`src/rtl/mmm_serial_datapath.sv`:
```
// Bit-serial Montgomery multiplier datapath: result = A*B*2^-(WIDTH+2) mod M, kept below 2M.
// One multiplier bit is consumed per enabled cycle; the engine stops by itself after WIDTH+2 steps.
module mmm_serial_datapath #(
   parameter int WIDTH = 8
) (
   input  logic             clk,
   input  logic             rstb,
   input  logic             ena,
   input  logic             rst_mmm,
   input  logic             ld_a,
   input  logic [WIDTH+1:0] a_in,
   input  logic [WIDTH+1:0] b_in,
   input  logic [WIDTH-1:0] m_in,
   input  logic             ld_r,
   output logic [WIDTH+1:0] result,
   output logic             busy,
   output logic             done
);

   localparam int CW = $clog2(WIDTH + 3);
   localparam logic [CW-1:0] LAST = CW'(WIDTH + 2);

   logic [WIDTH+1:0] a_reg, b_reg, acc_reg, result_reg;
   logic [WIDTH-1:0] m_reg;
   logic [CW-1:0]    count_reg;
   logic             loaded_reg;

   logic [WIDTH+2:0] s1, s2;
   logic [WIDTH+1:0] acc_next;
   logic             running;

   // One extra bit of headroom: with A, B < 2M every partial sum stays below 2^(WIDTH+3).
   always_comb begin
      s1       = {1'b0, acc_reg} + (a_reg[0] ? {1'b0, b_reg} : '0);
      s2       = s1 + (s1[0] ? {3'b000, m_reg} : '0);
      acc_next = s2[WIDTH+2:1];
      running  = (count_reg < LAST);
   end

   always_ff @(posedge clk) begin
      if (!rstb) begin
         a_reg      <= '0;
         b_reg      <= '0;
         m_reg      <= '0;
         acc_reg    <= '0;
         count_reg  <= '0;
         result_reg <= '0;
         loaded_reg <= 1'b0;
      end else if (ena) begin
         if (!rst_mmm) begin
            acc_reg    <= '0;
            a_reg      <= '0;
            count_reg  <= '0;
            loaded_reg <= 1'b0;
         end else if (ld_a) begin
            a_reg      <= a_in;
            b_reg      <= b_in;
            m_reg      <= m_in;
            acc_reg    <= '0;
            count_reg  <= '0;
            loaded_reg <= 1'b1;
         end else if (running) begin
            acc_reg   <= acc_next;
            a_reg     <= a_reg >> 1;
            count_reg <= count_reg + CW'(1);
         end
         // Captures the accumulator as it was before this edge's update.
         if (ld_r) begin
            result_reg <= acc_reg;
         end
      end
   end

   // Gated by the loaded flag so the engine reads idle until operands arrive.
   assign busy   = rst_mmm & running & loaded_reg;
   assign done   = loaded_reg & (count_reg == LAST);
   assign result = result_reg;

endmodule
```
`config.mk`:
```
export PLATFORM = sky130hd
export DESIGN_NAME = mmm_serial_datapath
export DESIGN_NICKNAME = d
export VERILOG_FILES = /design/src/rtl/mmm_serial_datapath.sv
export SDC_FILE = /design/constraint.sdc
export NUM_CORES = 1
export LEC_CHECK = 0
export ABC_AREA = 1
export BUFFER_PORTS_ARGS = -buffer_cell sky130_fd_sc_hd__buf_2
export CAP_MARGIN = 5
export CORE_MARGIN = 5
export CORE_UTILIZATION = 51
export DETAILED_ROUTE_END_ITERATION = 12
export PLACE_DENSITY = 0.76
export SLEW_MARGIN = 20
export SYNTH_ARGS = -nofsm -noshare
export SYNTH_HDL_FRONTEND = slang
export SYNTH_SLANG_ARGS = --single-unit
export TNS_END_PERCENT = 1
```
`constraint.sdc`:
```
create_clock -name clk -period 2.8 [get_ports clk]
set_clock_uncertainty 0.1 [all_clocks]
set_input_delay 0.84 -clock clk [delete_from_list [all_inputs] [get_ports clk]]
set_output_delay 0.84 -clock clk [all_outputs]
set_load 0.02 [all_outputs]
```
== Yosys cells after proc, flatten, opt, wreduce, memory -nomap -nowiden ==
Cells that the tools add are included.

* Bits in registers: 53
* Bits of input ports: 34
* Output and inout bits: 12
* Word-level logic and storage cells: 34

* Add/subtract/negate cells: 3
* Magnitude comparators: 1
* Equal/unequal tests: 3
* Mux-type cells: 13
* Bitwise operators: 3
* Reduce and logical (&&, ||, !) cells: 4

{| class="wikitable"
|+ Operators by type and width
! cell !! number
|-
| 10-bit 2-to-1 mux || 7
|-
| 4-bit 2-to-1 mux || 3
|-
| 10-bit by 10-bit adder with 11-bit output || 1
|-
| 11-bit by 8-bit adder with 11-bit output || 1
|-
| 8-bit 2-to-1 mux || 1
|-
| 2-bit AND reduction || 3
|-
| 4-bit by 1-bit adder with 4-bit output (second input constant) || 1
|-
| 4-bit equality test (second input constant) || 1
|-
| 4-bit less-than comparator (second input constant) || 1
|-
| 1-bit bitwise AND || 3
|-
| 3-bit by 1-bit != test with 1-bit output (second input constant) || 1
|-
| 3-bit AND reduction || 1
|-
| 1-bit 2-to-1 mux || 2
|-
| 2-bit by 1-bit != test with 1-bit output (second input constant) || 1
|}

== Logic depth before layout (Yosys ltp) ==
* Word-level depth: 7
* Depth in mapped cells: 21
* Mapped depth without buffers: 20

== Worst setup path after synthesis ==
OpenSTA, ideal clock, no wires.

* Path type: register to register
* Start point: register a_reg[0]
* End point: register acc_reg[9]
* Setup time: 0.131 ns
* Data arrival time: 2.658 ns
* Path slack: -0.089 ns
* Cell stages (with the launch flop): 20
* Period minus slack after synthesis: 2.889 ns
* Path through: dfxtp_1 > clkbuf_1 > nand2_1 > inv_1 > ha_1 > nand2_1 > nand2_1 > a31oi_1 > o21ai_1 > a31oi_1 > xnor2_1 > ha_1 > a21oi_1 > o21ai_0 > a21oi_1 > nor2_2 > nand2_1 > nand2_1 > nand3_2 > a21oi_2

* Cells in the longest elaborated chain, start to end: 7

{| class="wikitable"
|+ RTL lines
! what !! RTL line !! RTL
|-
| start, declared || 23 || <nowiki>logic [WIDTH+1:0] a_reg, b_reg, acc_reg, result_reg;</nowiki>
|-
| start signal, assigned || 56 || <nowiki>a_reg <= a_in;</nowiki>
|-
| start signal, assigned || 64 || <nowiki>a_reg <= a_reg >> 1;</nowiki>
|-
| 10-bit 2-to-1 mux (*) || 34 || <nowiki>s1 = {1'b0, acc_reg} + (a_reg[0] ? {1'b0, b_reg} : '0);</nowiki>
|-
| 10-bit by 10-bit adder with 11-bit output (*) || 34 ||
|-
| 8-bit 2-to-1 mux || 35 || <nowiki>s2 = s1 + (s1[0] ? {3'b000, m_reg} : '0);</nowiki>
|-
| 11-bit by 8-bit adder with 11-bit output (*) || 35 ||
|-
| 10-bit 2-to-1 mux (*) || 62 || <nowiki>end else if (running) begin</nowiki>
|-
| 10-bit 2-to-1 mux (*) || 55 || <nowiki>end else if (ld_a) begin</nowiki>
|-
| 10-bit 2-to-1 mux (*) || 50 || <nowiki>if (!rst_mmm) begin</nowiki>
|-
| end signal, assigned || 63 || <nowiki>acc_reg <= acc_next;</nowiki>
|-
| end, declared || 23 ||
|}

Every way passes the cells marked *; elsewhere a longest branch is shown, timed or not. The select of a mux whose other input is x is not followed.
A chain may end at the register's enable or synchronous reset.

== Worst setup path in the final report ==
* Start point: register a_reg[0]
* End point: register acc_reg[8]

The elaborated chain is that of the path after synthesis.

==> flow_summary.json <==
{
  "synth_nets": 484,
  "min_period_ps": 2690,
  "ys_ff_latch": 53,
  "synth_ff_type": "dfxtp_1",
  "numCtsBuffers": 5,
  "startpoint_type": "flip-flop",
  "placed_area_sq_um": 3410,
  "powerDensity_nw_per_um2": 383,
  "power.switching_mw": 0.391,
  "die_y_um": 87.1,
  "yosys_warnings": 0,
  "muxShareOfSynthArea": 0,
  "synthXorXnorAreaFrac": 0.0202,
  "ios": 46,
  "p_clk_frac": 0.337,
  "power.leakage_nw": 1.79,
  "cts_tree": "done",
  "preCtsSetupSlack_ps": -67.0,
  "wl_per_cell_um": 14.0,
  "yosysTopAreaCell": "dfxtp_1",
  "cp_common_cell": "nand2_2",
  "overflow": 0,
  "syn2layout_area_growth_pct": 26.8,
  "cp_max_fo": 6,
  "crit_path_cell_trace": "buf_6 -> nand2_2 -> inv_2 -> ha_4 -> nand2_1 -> nor2_4 -> a21oi_2 -> xnor2_1 -> ha_1 -> a21o_1 -> nor2_2 -> nand2_2 -> nand2_2 -> nand2_2 -> nand3_2 -> nand3_2 -> a21oi_2",
  "drv_cap": 0,
  "design_area_sq_um": 3840,
  "die_area_sq_um": 7580,
  "synth_cells": 429,
  "synth_compound_area_frac": 0.196,
  "antenna_found_initial": 0,
  "grt_usage": 0.206,
  "dr.pass1.iters": 4,
  "grt_first_pass_wirelength_um": 12700,
  "tightest_slew_ps": 666,
  "nFillCells": 468,
  "ant_nets": 0,
  "setup_tns_ps": 0,
  "numClockSinks": 53,
  "rsz0062_at_grt": "yes",
  "final.period_utilization": 0.961,
  "finalNonFillerCells": 566,
  "seqPwrFrac": 0.543,
  "drc": 0,
  "synth_area_leaders": "dfxtp_1, nand2_1, a21oi_1",
  "finalSetupViolations": 0,
  "p_int_mw": 1.08,
  "layout_commonest_cell": "nand2_1",
  "worst_slack_ps": 108,
  "cp.required_ps": 2960,
  "synth_edf_count": 0,
  "core_area_sq_um": 5850,
  "slowest_delay_ps": 370,
  "hold_class": "reg -> reg",
  "whs_ps": 372,
  "dp_cells": 550,
  "synth_cell_types": 34,
  "synthesis.area_sq_um": 3030,
  "drive_above_1_share": 0.322,
  "final_cell_mix": "nand2_1, dfxtp_1, buf_2",
  "num_rows": 28,
  "fp.dieW_um": 87.1,
  "synth_top_family_by_area": "simple AND/OR/NAND/NOR gates",
  "synth-adder-area-share": 0.0917,
  "cts_max_level": 2,
  "grt_max_degree": 23,
  "grt_pass1_vias": 2835,
  "port_buffers": 45,
  "slew_headroom": 0.555,
  "gp_congestion": 0.931,
  "wl_um": 7900,
  "fin_nets": 545,
  "crit_path_top_delay_cell": "dfxtp_4",
  "routed_via_density": 5.34,
  "clk_latency_ps": 310,
  "swShare": 0.266,
  "critical_path_class": "reg -> reg",
  "synth-simple-area-share": 0.248,
  "num_vias": 3022,
  "hold_violations": 0,
  "postSynthAreaPerCell_sq_um": 7.06,
  "drv_slew": 0,
  "fmax_mhz": 371,
  "vdd_drop_max_mv": 0.287,
  "cts_root_buffer": "clkbuf_8",
  "status": "finished, final reports clean",
  "p_comb_frac": 0.120,
  "seq_area_frac_synth": 0.350,
  "hpwl_um": 5470,
  "cp-end-kind": "flip-flop",
  "path_clk_slew_ps": 100,
  "cp_top_family": "simple AND/OR/NAND/NOR gates",
  "first_iter_violations": 250,
  "start_util": 0.518,
  "arrival_ps": 2850,
  "synth_top_area_frac": 0.350,
  "clk_path_buf_depth": 2,
  "critical_path_buf_inv_count": 2,
  "finalPower_mw": 1.47,
  "n_antenna_cell": 0,
  "async_flop_share": 0,
  "final_util": 0.656
}
[routing by layer]
layer  GRT usage  wire length, um  vias to the layer above
met5           0                0                        -
met4      0.0581              233                        0
met1       0.251             3200                     1407
li1            -                -                     1532
met2       0.366             4080                       65
met3      0.0416              389                       18
[Yosys cell counts (4+ instances only)]
| library cell | instances |
|---|---|
| inv_2 | 5 |
| nand2_1 | 96 |
| xnor2_1 | 4 |
| ha_1 | 19 |
| a31oi_1 | 4 |
| a21oi_1 | 51 |
| clkbuf_1 | 8 |
| a22oi_1 | 9 |
| buf_2 | 5 |
| dfxtp_1 | 53 |
| a21oi_2 | 5 |
| inv_1 | 47 |
| nand3_1 | 32 |
| nor2_1 | 30 |
| nand2_2 | 5 |
| o21ai_0 | 25 |
[power by group through the flow]
stage	clock network, mW	registers [mW]	logic [mW]
floorplan	0	0.821	0.0989
global placement	0	0.814	0.164
detailed placement	0	0.815	0.167
CTS	0.498	0.797	0.168
global route	0.533	0.802	0.199
finish	0.495	0.798	0.177
[area by class of cell]
type / count / area [sq um] / share of cell area
multi-input cells: 306 / 1950 / 0.507
clock inverters: 1 / 8.76 / 0.00228
inverters: 53 / 201 / 0.0525
well taps: 75 / 93.8 / 0.0244
clock buffers: 7 / 96.3 / 0.0251
repair buffers: 71 / 428 / 0.111
flip-flops and latches: 53 / 1070 / 0.278
[final timing paths]
check                                           start                 endpoint  slack, ps  cells after the start
worst max-delay path            a_reg[0]$_SDFFE_PN0P_  acc_reg[8]$_SDFFE_PN0P_        110                     17
worst min-delay path            b_reg[1]$_SDFFE_PN0P_    b_reg[1]$_SDFFE_PN0P_        370                      2
worst max register to register  a_reg[0]$_SDFFE_PN0P_  acc_reg[8]$_SDFFE_PN0P_        110                     17
worst min register to register  b_reg[1]$_SDFFE_PN0P_    b_reg[1]$_SDFFE_PN0P_        370                      2
[tightest hold or removal path: stages, from the launching register on]
cell and delay, ps:
dfxtp_1 320, nand2_1 60, a21oi_1 50
[repair_timing]
action | CTS | global route
cloned | 0 | 0
gates resized for setup | 5 | 63
hold buffers | 0 | 0
setup endpoints to repair | 4 | 6
pin swaps | 0 | 35
setup buffers | 0 | 8
[cells by family after synthesis]
kind of cell | after synthesis
AOI/OAI and AO/OA | 105
xor gates and xnor gates | 7
adders and majority gates | 21
buffers and inverters | 70
DFF | 53
and+or+nand+nor | 173
Power figures use the tool's default switching activity.
